### src/rtl/phase_sequencer.sv
// phase_sequencer: parametrised instruction-phase generator.
//
// Produces a one-hot phase vector and its binary index for an instruction cycle of
// NUM_PHASES phases (phase 0 is fetch). Supports run enable, stall, flush,
// single-step operation and a wrapping count of completed instruction cycles.
//
// Ports:
//   clk          in   system clock, rising edge
//   rst          in   synchronous active-high reset, highest priority
//   en           in   run enable, sampled only between instructions
//   stall        in   hold the current phase
//   flush        in   restart at phase 0 without retiring (overrides stall)
//   step_mode    in   1 = park after every instruction
//   step         in   single-step trigger pulse
//   phase        out  one-hot active phase, zero when not running (registered)
//   phase_idx    out  binary index of active phase, zero when not running (registered)
//   running      out  high in RUN (registered)
//   cycle_done   out  last phase completes this cycle (combinational)
//   retire_count out  completed instruction cycles, wraps silently
module phase_sequencer #(
    parameter int unsigned NUM_PHASES = 3,
    parameter int unsigned IDX_W      = $clog2(NUM_PHASES),
    parameter int unsigned CNT_W      = 8
) (
    input  logic                  clk,
    input  logic                  rst,
    input  logic                  en,
    input  logic                  stall,
    input  logic                  flush,
    input  logic                  step_mode,
    input  logic                  step,
    output logic [NUM_PHASES-1:0] phase,
    output logic [IDX_W-1:0]      phase_idx,
    output logic                  running,
    output logic                  cycle_done,
    output logic [CNT_W-1:0]      retire_count
);

    localparam logic [IDX_W-1:0] LastIdx = IDX_W'(NUM_PHASES - 1);

    typedef enum logic [1:0] {
        StIdle,
        StRun,
        StStepWait
    } state_e;

    state_e                  state_q, state_d;
    logic [IDX_W-1:0]        idx_q, idx_d;
    logic [NUM_PHASES-1:0]   phase_q, phase_d;
    logic                    running_q, running_d;
    logic [CNT_W-1:0]        retire_q, retire_d;

    // Completion is qualified by every input that would keep the last phase from ending.
    assign cycle_done = running_q & (idx_q == LastIdx) & ~stall & ~flush & ~rst;

    always_comb begin
        state_d  = state_q;
        idx_d    = idx_q;
        retire_d = retire_q;

        unique case (state_q)
            StIdle: begin
                if (en && (!step_mode || step)) begin
                    state_d = StRun;
                    idx_d   = '0;
                end
            end
            StRun: begin
                if (flush) begin
                    idx_d = '0;
                end else if (stall) begin
                    idx_d = idx_q;
                end else if (idx_q != LastIdx) begin
                    idx_d = idx_q + IDX_W'(1);
                end else begin
                    // Wrap boundary: the only point where en and step_mode are honoured.
                    retire_d = retire_q + CNT_W'(1);
                    idx_d    = '0;
                    if (step_mode) begin
                        state_d = StStepWait;
                    end else if (!en) begin
                        state_d = StIdle;
                    end
                end
            end
            StStepWait: begin
                if (!en) begin
                    state_d = StIdle;
                end else if (step || !step_mode) begin
                    state_d = StRun;
                    idx_d   = '0;
                end
            end
            default: begin
                state_d = StIdle;
                idx_d   = '0;
            end
        endcase

        running_d = (state_d == StRun);
        if (!running_d) begin
            idx_d = '0;
        end
        phase_d = running_d ? (NUM_PHASES'(1) << idx_d) : '0;
    end

    always_ff @(posedge clk) begin
        if (rst) begin
            state_q   <= StIdle;
            idx_q     <= '0;
            phase_q   <= '0;
            running_q <= 1'b0;
            retire_q  <= '0;
        end else begin
            state_q   <= state_d;
            idx_q     <= idx_d;
            phase_q   <= phase_d;
            running_q <= running_d;
            retire_q  <= retire_d;
        end
    end

    assign phase        = phase_q;
    assign phase_idx    = idx_q;
    assign running      = running_q;
    assign retire_count = retire_q;

endmodule

### config.mk
export PLATFORM = sky130hd
export DESIGN_NAME = phase_sequencer
export DESIGN_NICKNAME = d
export VERILOG_FILES = /design/src/rtl/phase_sequencer.sv
export SDC_FILE = /design/constraint.sdc
export NUM_CORES = 1
export LEC_CHECK = 0
export BUFFER_PORTS_ARGS = -buffer_cell sky130_fd_sc_hd__buf_2
export CAP_MARGIN = 30
export CORE_UTILIZATION = 49
export CTS_CLUSTER_DIAMETER = 60
export DETAILED_ROUTE_END_ITERATION = 16
export HOLD_SLACK_MARGIN = 0.03
export PLACE_DENSITY = 0.73
export SYNTH_ARGS = -nofsm -noshare
export SYNTH_HDL_FRONTEND = slang
export SYNTH_SLANG_ARGS = --single-unit
### constraint.sdc
create_clock -name clk -period 2.5 [get_ports clk]
set_input_delay 0.75 -clock clk [delete_from_list [all_inputs] [get_ports clk]]
set_output_delay 0.75 -clock clk [all_outputs]
set_load 0.03 [all_outputs]
* After elaboration in Yosys (flattened, before gate mapping)
Index checks and enable logic that the tools add are counted.
** Word-level totals
- Bits in registers :: 16
- Latch bits :: 0
- Bits in writable memories :: 0
- Memory bits (read-only) :: 0
- Input port bits :: 7
- Output and inout port bits :: 15
- Word-level logic and storage cells :: 45
- Memories kept :: 0
** Operators by class
- Add/subtract/negate cells :: 2
- Multiply operators :: 0
- Divide/modulo/power cells :: 0
- Magnitude comparators :: 0
- Equal/unequal tests :: 5
- Shift-type cells :: 1
- Multiplexer cells :: 17
- Bitwise gates (word level) :: 9
- Reduce and logical (&&, ||, !) cells :: 6
** Operators with widths (count)
- $mux 2 :: 15
- $pmux 2 s3 :: 2
- $add 8x1->8 const B :: 1
- $not 1->1 :: 5
- $and 1x1->1 :: 4
- $eq 2x1->1 const B :: 2
- $eq 2x2->1 const B :: 2
- $reduce_and 4->1 :: 1
- $shl 1x2->3 const A :: 1
- $add 2x1->2 const B :: 1
- $logic_not 2->1 :: 1
- $ne 2x2->1 const B :: 1
- $reduce_or 2->1 :: 1
- $logic_and 1x1->1 :: 1
- $logic_not 1->1 :: 1
- $logic_or 1x1->1 :: 1

* Longest topological paths before layout
Gate-level depths: netlist of run 1.
- Word-level depth :: 9
- Mapped depth :: 6
- Mapped depth without buffers :: 5

* Least setup slack after synthesis of run 1
Ideal clock, no wire load.
- Path type :: input-to-output
- From :: input stall
- To :: output cycle_done
- Arrival time :: 2.280 ns
- Required time :: 1.750 ns
- Slack :: -0.530 ns
- Cell stages on the path :: 4
- Path buffers :: 2
- Path through :: buf_6 -> or4b_1 -> buf_6 -> nor3b_1
** On the way
- Cells in the longest elaborated chain, start to end :: 4
** Ends and longest elaborated chain
- from (decl) :: line 28 : input logic stall,
- $not 1->1 (no line)
- $and 1x1->1 (3 in a row) :: line 54 : assign cycle_done = running_q & (idx_q == LastIdx) & ~stall & ~flush & ~rst;
- to (decl) :: line 35 : output logic cycle_done,
Every way passes these cells.

* Final worst setup path of run 1
Same ends and word-level chain as after synthesis.

==> impl_metrics.yaml, run 1 <==
synth:
  postSynthAreaPerCell_um2: 9.38
  yosysMostFrequentCell: "dfxtp_1"
  synth_top_flop_cell: "dfxtp_1"
  synthesis.nets: 92
  synthCells: 84
  synthTopCellsByCount: "dfxtp_1 (16), a21oi_1 (8), nor2_1 (8)"
  ys_async_sr_fraction_pct: 0
  yosysWarnings: 0
  synth_cell_types: 30
  synth.ff_latch_count: 16
  yosysTopAreaCell: "dfxtp_1"
  synth-edff-count: 0
  synth_top_area_share_pct: 40.6
  yosys-top-cells-area: "dfxtp_1 (41%), a21oi_1 (5.1%), xnor2_1 (4.4%)"
  syn_area_um2: 788
  seq_area_frac_synth_pct: 40.6
cts:
  clk_pin_slew_ns: 0.08
  cts_buffers: 3
  clk_latency_ns: 0.27
  clockRootBuffer: "clkbuf_4"
  holdBufCountCts: 0
  cts_tree: "yes"
  cts_sinks: 16
  cts_setup_buffers: 0
  cts_buffer_depth: 2
  h-tree-depth: 1
die:
  die_h_um: 42.1
  initial_core_util_pct: 52.3
  core-area_um2: 1510
  ios: 22
  die_area_um2: 1770
  rows: 14
  floorplan.die.width_um: 42.1
power:
  p_leak_nw: 0.408
  vdd_ir_drop_max_uv: 244
  p_int_w: 0.000332
  p_sw_w: 0.0000984
  power_frac_comb_pct: 9.9
  power.density_nw_per_um2: 449
  p_sw_share_pct: 22.9
  power_frac_clock_pct: 29.1
  pwr-share-seq_pct: 61.0
timing:
  fin_ws_ns: 0.00982
  fin_crit_sh_pct: 99.6
  finalHoldViolations: 0
  hold_ws_ns: 0.486
  rsz0062_at_grt: "yes"
  drv_slew: 0
  period_minus_slack_ns: 2.49
  setup-violations-final: 0
  fin_skew_ns: 0.00426
  max_slew_margin_pct: 77.4
  fmax_ghz: 0.402
  tightest_slew_ns: 0.338
final_layout:
  finalNonFillerCells: 124
  syn2layout_area_growth_pct: 21.6
  final_nets: 118
  fillers: 138
  layout-drive-gt1-share_pct: 33.3
  num_antenna_cells: 0
  final_core_util_pct: 63.6
worst_setup_path:
  reg2reg_from: "phase_idx[0]"
  ff2ff_path_depth: 5
  cp-start-kind: "input port"
  startpoint: "stall"
  end_kind: "primary output"
  cp_data_arrival_time_ns: 1.74
  r2r-end: "retire_count[5]"
  reg2reg_setup_slack_ns: 0.71
  crit_required_ns: 1.75
  worstSetupPathType: "input port to primary output"
  endpoint: "cycle_done"
  crit_path_max_fanout: 2
hold_path:
  hold_class: "flip-flop to flip-flop"
drt:
  drt_iter0_markers: 6
  ant_nets: 0
  drc: 0
  first_pass_iters: 4
  routed_wl_um: 1420
  vias: 658
  viasPerCell: 5.31
  wire_per_inst_um: 11.4
grt:
  grt_max_degree: 14
  grt_util_all_layers_pct: 19.2
  grt_pass1_vias: 595
  grt_pass1_wl_um: 2570
  grt_remaining_overflow: 0
  antenna_found_initial: 0
run_status:
  status: "finished, final reports clean"
run:
  cap_viol_max_count: 0
placement:
  dp.cells: 121
  gp_congestion: 0.715
  place_ws_ns: -0.0725
  dpl.hpwl_um: 1030
  port_buffers: 21
critical path, stage by stage:
cell,delay [ns]
buf_6,0.09
or4b_4,0.53
nor3b_4,0.21
buf_6,0.15
how the worst min path moves through the flow:
stage	start	to	slack, ns	depth (start not counted)
6_report	retire_count[7]	retire_count[7]	0.49	2
5_1_grt	retire_count[7]	retire_count[7]	0.50	2
4_1_cts	retire_count[7]	retire_count[7]	0.49	2
3_5_place_dp	retire_count[7]	retire_count[7]	0.47	2
3_3_place_gp	retire_count[7]	retire_count[7]	0.47	2
2_1_floorplan	state_q[0]	state_q[0]	0.59	2
per-layer routing:
metal | global-route usage, % | routed length (um) | up-vias
li1 | - | - | 348
met1 | 25.7 | 742 | 292
met2 | 28.4 | 598 | 16
met4 | 9.38 | 9 | 0
met3 | 5.17 | 64 | 2
met5 | 0 | 0 | -
power groups by stage:
stage               logic [W]  clock network (W)  registers (W)
finish              0.0000426           0.000125       0.000262
global route        0.0000460           0.000148       0.000264
CTS                 0.0000411           0.000133       0.000262
detailed placement  0.0000410                  0       0.000268
global placement    0.0000399                  0       0.000268
floorplan           0.0000226                  0       0.000274
what timing repair did:
item / in CTS / in global routing
setup endpoints to repair: 1 / 1
pin swaps: 0 / 2
gates resized for setup: 2 / 2
cell type report:
class / count / area, um^2 / area share (%)
Multi-Input combinational cell: 60 / 429 / 44.8
Tap cell: 16 / 20.0 / 2.09
Timing Repair Buffer: 26 / 155 / 16.2
Inverter: 3 / 11.3 / 1.17
Sequential cell: 16 / 320 / 33.4
Clock buffer: 3 / 22.5 / 2.35
flip-flops by register name, indices dropped and copies added, names as in the netlist:
signal / cells
state_q: 2
running: 1
retire_count: 8
phase_idx: 2
phase: 3
placed cells by master (no fill, tap or decap), drive strengths merged:
cell	count
nand3	1
nor2	8
o31ai	1
o21ai	1
nor4	3
or4	1
xnor2	4
nor3b	3
xor2	2
mux2i	2
nor3	5
inv	3
nor2b	1
clkbuf	3
nand3b	2
dfxtp	16
buf	26
nand2b	3
nand2	5
or3b	1
ha	1
nor4b	1
o211a	1
nor4bb	1
a21oi	8
or4b	1
or3	3
o31a	1
cells by family (layout without fill, tap and decap cells):
family	count (synthesis)	count (layout)	share of synthesized area, %
and+or+nand+nor	39	39	32.7
DFF	16	16	40.6
AOI/OAI and AO/OA	12	12	9.05
buffers and inverters	8	32	6.82
xor gates and xnor gates	6	6	6.67
muxes	2	2	2.54
adders and majority gates	1	1	1.59
through the flow:
stage          power [W]  instance area (um^2)  setup TNS [ns]
6_report        0.000430                   958               0
5_1_grt         0.000458                   958         -0.0186
4_1_cts         0.000437                   948               0
3_5_place_dp    0.000309                   920         -0.0725
3_3_place_gp    0.000308                   920         -0.0744
2_1_floorplan   0.000297                   803         -0.0851
Power figures use the tool's default switching activity.
==> run 2: changes to the inputs <==
REMOVE_ABC_BUFFERS = 1   (was not set)
==> impl_metrics.yaml, run 2 (same netlist as run 1, synthesis figures left out) <==
run_status:
  status: "finished, final reports clean"
drt:
  vias: 663
  ant_nets: 0
  drc: 0
  wire_per_inst_um: 11.3
  viasPerCell: 5.30
  drt_iter0_markers: 5
  first_pass_iters: 2
  routed_wl_um: 1410
cts:
  clk_latency_ns: 0.28
  cts_buffers: 3
  clockRootBuffer: "clkbuf_4"
  cts_sinks: 16
  h-tree-depth: 1
  clk_pin_slew_ns: 0.09
  cts_buffer_depth: 2
  cts_tree: "yes"
timing:
  drv_slew: 0
  finalSetupTns_ns: 0
  tightest_slew_ns: 0.328
  finalHoldViolations: 0
  fin_crit_sh_pct: 99.4
  period_minus_slack_ns: 2.49
  rsz0062_at_grt: "yes"
  fin_skew_ns: 0.00114
  setup-violations-final: 0
  max_slew_margin_pct: 78.1
  fmax_ghz: 0.402
final_layout:
  layout-drive-gt1-share_pct: 33.9
  fillers: 138
  num_antenna_cells: 0
  layout_common_cells: "buf_2 (19), dfxtp_1 (16), nor2_1 (8), a21oi_1 (8), buf_4 (6)"
  final_area_um2: 962
  layout_commonest_cell: "buf_2"
  final_nets: 118
  syn2layout_area_growth_pct: 22.1
  largest_register_ffs: 8
die:
  die_h_um: 42.1
  ios: 22
  initial_core_util_pct: 52.3
  core-area_um2: 1510
  die_area_um2: 1770
  floorplan.die.width_um: 42.1
  rows: 14
power:
  p_sw_share_pct: 23.0
  p_int_w: 0.000364
  p_leak_nw: 0.407
  pwr-share-seq_pct: 55.5
  finalPower_w: 0.000473
  power_frac_clock_pct: 35.8
  power_frac_comb_pct: 8.7
  p_sw_w: 0.000109
  power.density_nw_per_um2: 492
  vdd_ir_drop_max_uv: 352
hold_path:
  hp-start: "retire_count[7]"
  min_path_cells: 2
  hold_class: "flip-flop to flip-flop"
  whs_endpoint: "retire_count[7]"
worst_setup_path:
  cp-start-kind: "input port"
  crit_path_max_fanout: 2
  reg2reg_from: "phase_idx[0]"
  end_kind: "primary output"
  cp_data_arrival_time_ns: 1.74
  r2r-end: "retire_count[3]"
  worstSetupPathType: "input port to primary output"
  crit_required_ns: 1.75
  ff2ff_path_depth: 5
  reg2reg_setup_slack_ns: 0.73
placement:
  dpl.hpwl_um: 1060
  port_buffers: 21
  dpl_cell_area_um2: 908
  gp_congestion: 0.741
run:
  cap_viol_max_count: 0
grt:
  grt_pass1_vias: 586
  antenna_found_initial: 0
  grt_pass1_wl_um: 2550
  grt_max_degree: 14
  grt_util_all_layers_pct: 18.7
  grt_remaining_overflow: 0
[run 2: changes by cell type in the layout (fill, tap and decap cells not counted), sizes merged]
cell	before	now
clkbuf	3	4
[run 2: per-layer routing]
metal  GRT usage, %  share of wire (%)  vias to the layer above
li1               -                  -                      345
met1           25.3                 46                      301
met2           29.1                 49                       15
met3           2.59                4.1                        2
met4           9.38               0.64                        0
met5              0                  0                        -
[run 2: how the worst max path moves through the flow]
stage / from / end / slack, ns / cells past startpoint
2_1_floorplan: stall / cycle_done / -0.46 / 2
3_3_place_gp: stall / cycle_done / -0.08 / 4
3_5_place_dp: stall / cycle_done / -0.09 / 4
4_1_cts: stall / cycle_done / 0.02 / 4
5_1_grt: flush / cycle_done / -0.05 / 4
6_report: flush / cycle_done / 0.01 / 4
[run 2: per-stage QoR]
stage,std cells,worst slack [ns],hold WS [ns],utilization [%]
2_1_floorplan,79,-0.456,0.589,-
3_3_place_gp,121,-0.0793,0.460,60.3
3_5_place_dp,121,-0.0923,0.478,60.3
4_1_cts,125,0.0182,0.491,63.5
5_1_grt,125,-0.0473,0.528,63.9
6_report,125,0.0139,0.482,63.9
[run 2: power by group through the flow]
stage	combinational, W	sequential, W	clock [W]
2_1_floorplan	0.0000145	0.000275	0
3_3_place_gp	0.0000392	0.000268	0
3_5_place_dp	0.0000402	0.000268	0
4_1_cts	0.0000407	0.000262	0.000176
5_1_grt	0.0000457	0.000263	0.000183
6_report	0.0000413	0.000262	0.000169
[run 2: cell type report]
class	instances	area [um^2]	share of cell area, %
timing repair buffer	26	151	15.7
inverter	3	11.3	1.17
clock buffer	4	36.3	3.77
tap	16	20.0	2.08
multi-input combinational	60	423	44.0
sequential	16	320	33.3
[run 2: critical path: stages]
cell and delay, ns:
buf_6 0.09, or4b_4 0.52, nor3b_2 0.19, buf_4 0.18
[run 2: repair_timing]
item	CTS	global route
hold buffers	0	0
pin swaps	1	2
endpoints found under the setup margin	1	1
buffers inserted	0	0
gates resized for setup	3	1
==> run 3: changes to the inputs <==
PLACE_DENSITY = 0.76   (was 0.73)
==> impl_metrics.yaml, run 3 (same netlist as run 1, synthesis figures left out) <==
power:
  p_int_w: 0.000365
  pwr-share-seq_pct: 55.1
  vdd_ir_drop_max_uv: 276
  p_sw_share_pct: 23.6
  power.density_nw_per_um2: 496
  power_frac_comb_pct: 8.6
  power_frac_clock_pct: 36.2
  p_leak_nw: 0.407
  p_sw_w: 0.000113
drt:
  ant_nets: 0
  drt_iter0_markers: 6
  wire_per_inst_um: 12.1
  drc: 0
  routed_wl_um: 1510
  vias: 669
  viasPerCell: 5.35
  first_pass_iters: 4
placement:
  dpl.hpwl_um: 1140
  dp.cells: 121
  gp_congestion: 0.731
  port_buffers: 21
timing:
  finalSetupTns_ns: 0
  period_minus_slack_ns: 2.48
  tightest_slew_ns: 0.363
  finalHoldViolations: 0
  setup-violations-final: 0
  fmax_ghz: 0.403
  rsz0062_at_grt: "yes"
  fin_crit_sh_pct: 99.2
  hold_ws_ns: 0.495
  fin_skew_ns: 0.000484
  max_slew_margin_pct: 75.6
  drv_slew: 0
run:
  cap_viol_max_count: 0
die:
  die_h_um: 42.1
  initial_core_util_pct: 52.3
  rows: 14
  core-area_um2: 1510
  ios: 22
  floorplan.die.width_um: 42.1
  die_area_um2: 1770
cts:
  cts_tree: "yes"
  clockRootBuffer: "clkbuf_4"
  cts_setup_buffers: 0
  holdBufCountCts: 0
  h-tree-depth: 1
  cts_buffer_depth: 2
  cts_sinks: 16
  clk_pin_slew_ns: 0.09
  cts_buffers: 3
  clk_latency_ns: 0.29
grt:
  met3_usage_pct: 3.45
  use_met2_pct: 30.6
  met1_usage_pct: 24.6
  grt_remaining_overflow: 0
  grt_util_all_layers_pct: 20.1
  grt_max_degree: 14
  grt_pass1_wl_um: 2720
  grt_pass1_vias: 630
  antenna_found_initial: 0
  grt-busiest-layer: "met2"
final_layout:
  final_core_util_pct: 63.9
  num_antenna_cells: 0
  layout_common_cells: "buf_2 (19), dfxtp_1 (16), nor2_1 (8), a21oi_1 (8), buf_4 (6)"
  syn2layout_area_growth_pct: 22.1
  finalNonFillerCells: 125
  layout_commonest_cell: "buf_2"
  largest_register_ffs: 8
  fillers: 139
  final_nets: 118
  layout-drive-gt1-share_pct: 33.9
worst_setup_path:
  end_kind: "primary output"
  cp_top_family: "simple AND/OR/NAND/NOR gates"
  path_buf_inv: 2
  crit_path_max_fanout: 2
  cp_data_arrival_time_ns: 1.73
  critPathSlowestCell: "or4b_4"
  crit_required_ns: 1.75
  crit_chain: "buf_6 > or4b_4 > nor3b_2 > buf_4"
  worstSetupPathType: "input port to primary output"
  max_stage_delay_ns: 0.52
  cp-start-kind: "input port"
hold_path:
  hold_class: "flip-flop to flip-flop"
run_status:
  status: "finished, final reports clean"
## run 3: cell counts in the layout (fill, tap and decap cells not counted)
No cell type changed its count.
## run 3: layout make-up
class	instances	area, um^2	share of cell area (%)
inverters	3	11.3	1.17
well taps	16	20.0	2.08
repair buffers	26	151	15.7
multi-input cells	60	423	44.0
clock buffers	4	36.3	3.77
flip-flops and latches	16	320	33.3
## run 3: metrics by stage
stage                     area, um^2  power, W  setup WS (ns)
final                            962  0.000477         0.0192
after global routing             962  0.000495        -0.0189
after CTS                        956  0.000481         0.0190
after detailed placement         908  0.000309        -0.0955
after global placement           908  0.000307        -0.0824
after floorplan                  746  0.000289         -0.456
## run 3: power groups by stage
stage | registers (W) | logic, W | clock network (W)
2_1_floorplan | 0.000275 | 0.0000145 | 0
3_3_place_gp | 0.000268 | 0.0000390 | 0
3_5_place_dp | 0.000269 | 0.0000399 | 0
4_1_cts | 0.000263 | 0.0000403 | 0.000177
5_1_grt | 0.000264 | 0.0000454 | 0.000185
6_report | 0.000263 | 0.0000412 | 0.000173
## run 3: worst min-delay path, stage by stage (launching register included)
cell and delay, ns:
dfxtp_1 0.33, o31ai_1 0.07, a21oi_1 0.05
## run 3: path summary, 6_finish.rpt
check	from	to	slack, ns	cells after the start
max	flush	cycle_done	0.02	4
min	retire_count[7]	retire_count[7]	0.50	2
max reg2reg	phase_idx[0]	retire_count[3]	0.71	5
min reg2reg	retire_count[7]	retire_count[7]	0.50	2
## run 3: per-layer routing
layer / up-vias / share of wire (%)
li1: 345 / -
met1: 300 / 46
met2: 17 / 46
met3: 7 / 3.9
met4: 0 / 4.2
met5: - / 0
## run 3: what timing repair did
action                     4_1_cts  5_1_grt
hold endpoints to repair         0        0
pin swaps                        1        2
setup endpoints to repair        1        1
gates resized for setup          3        1
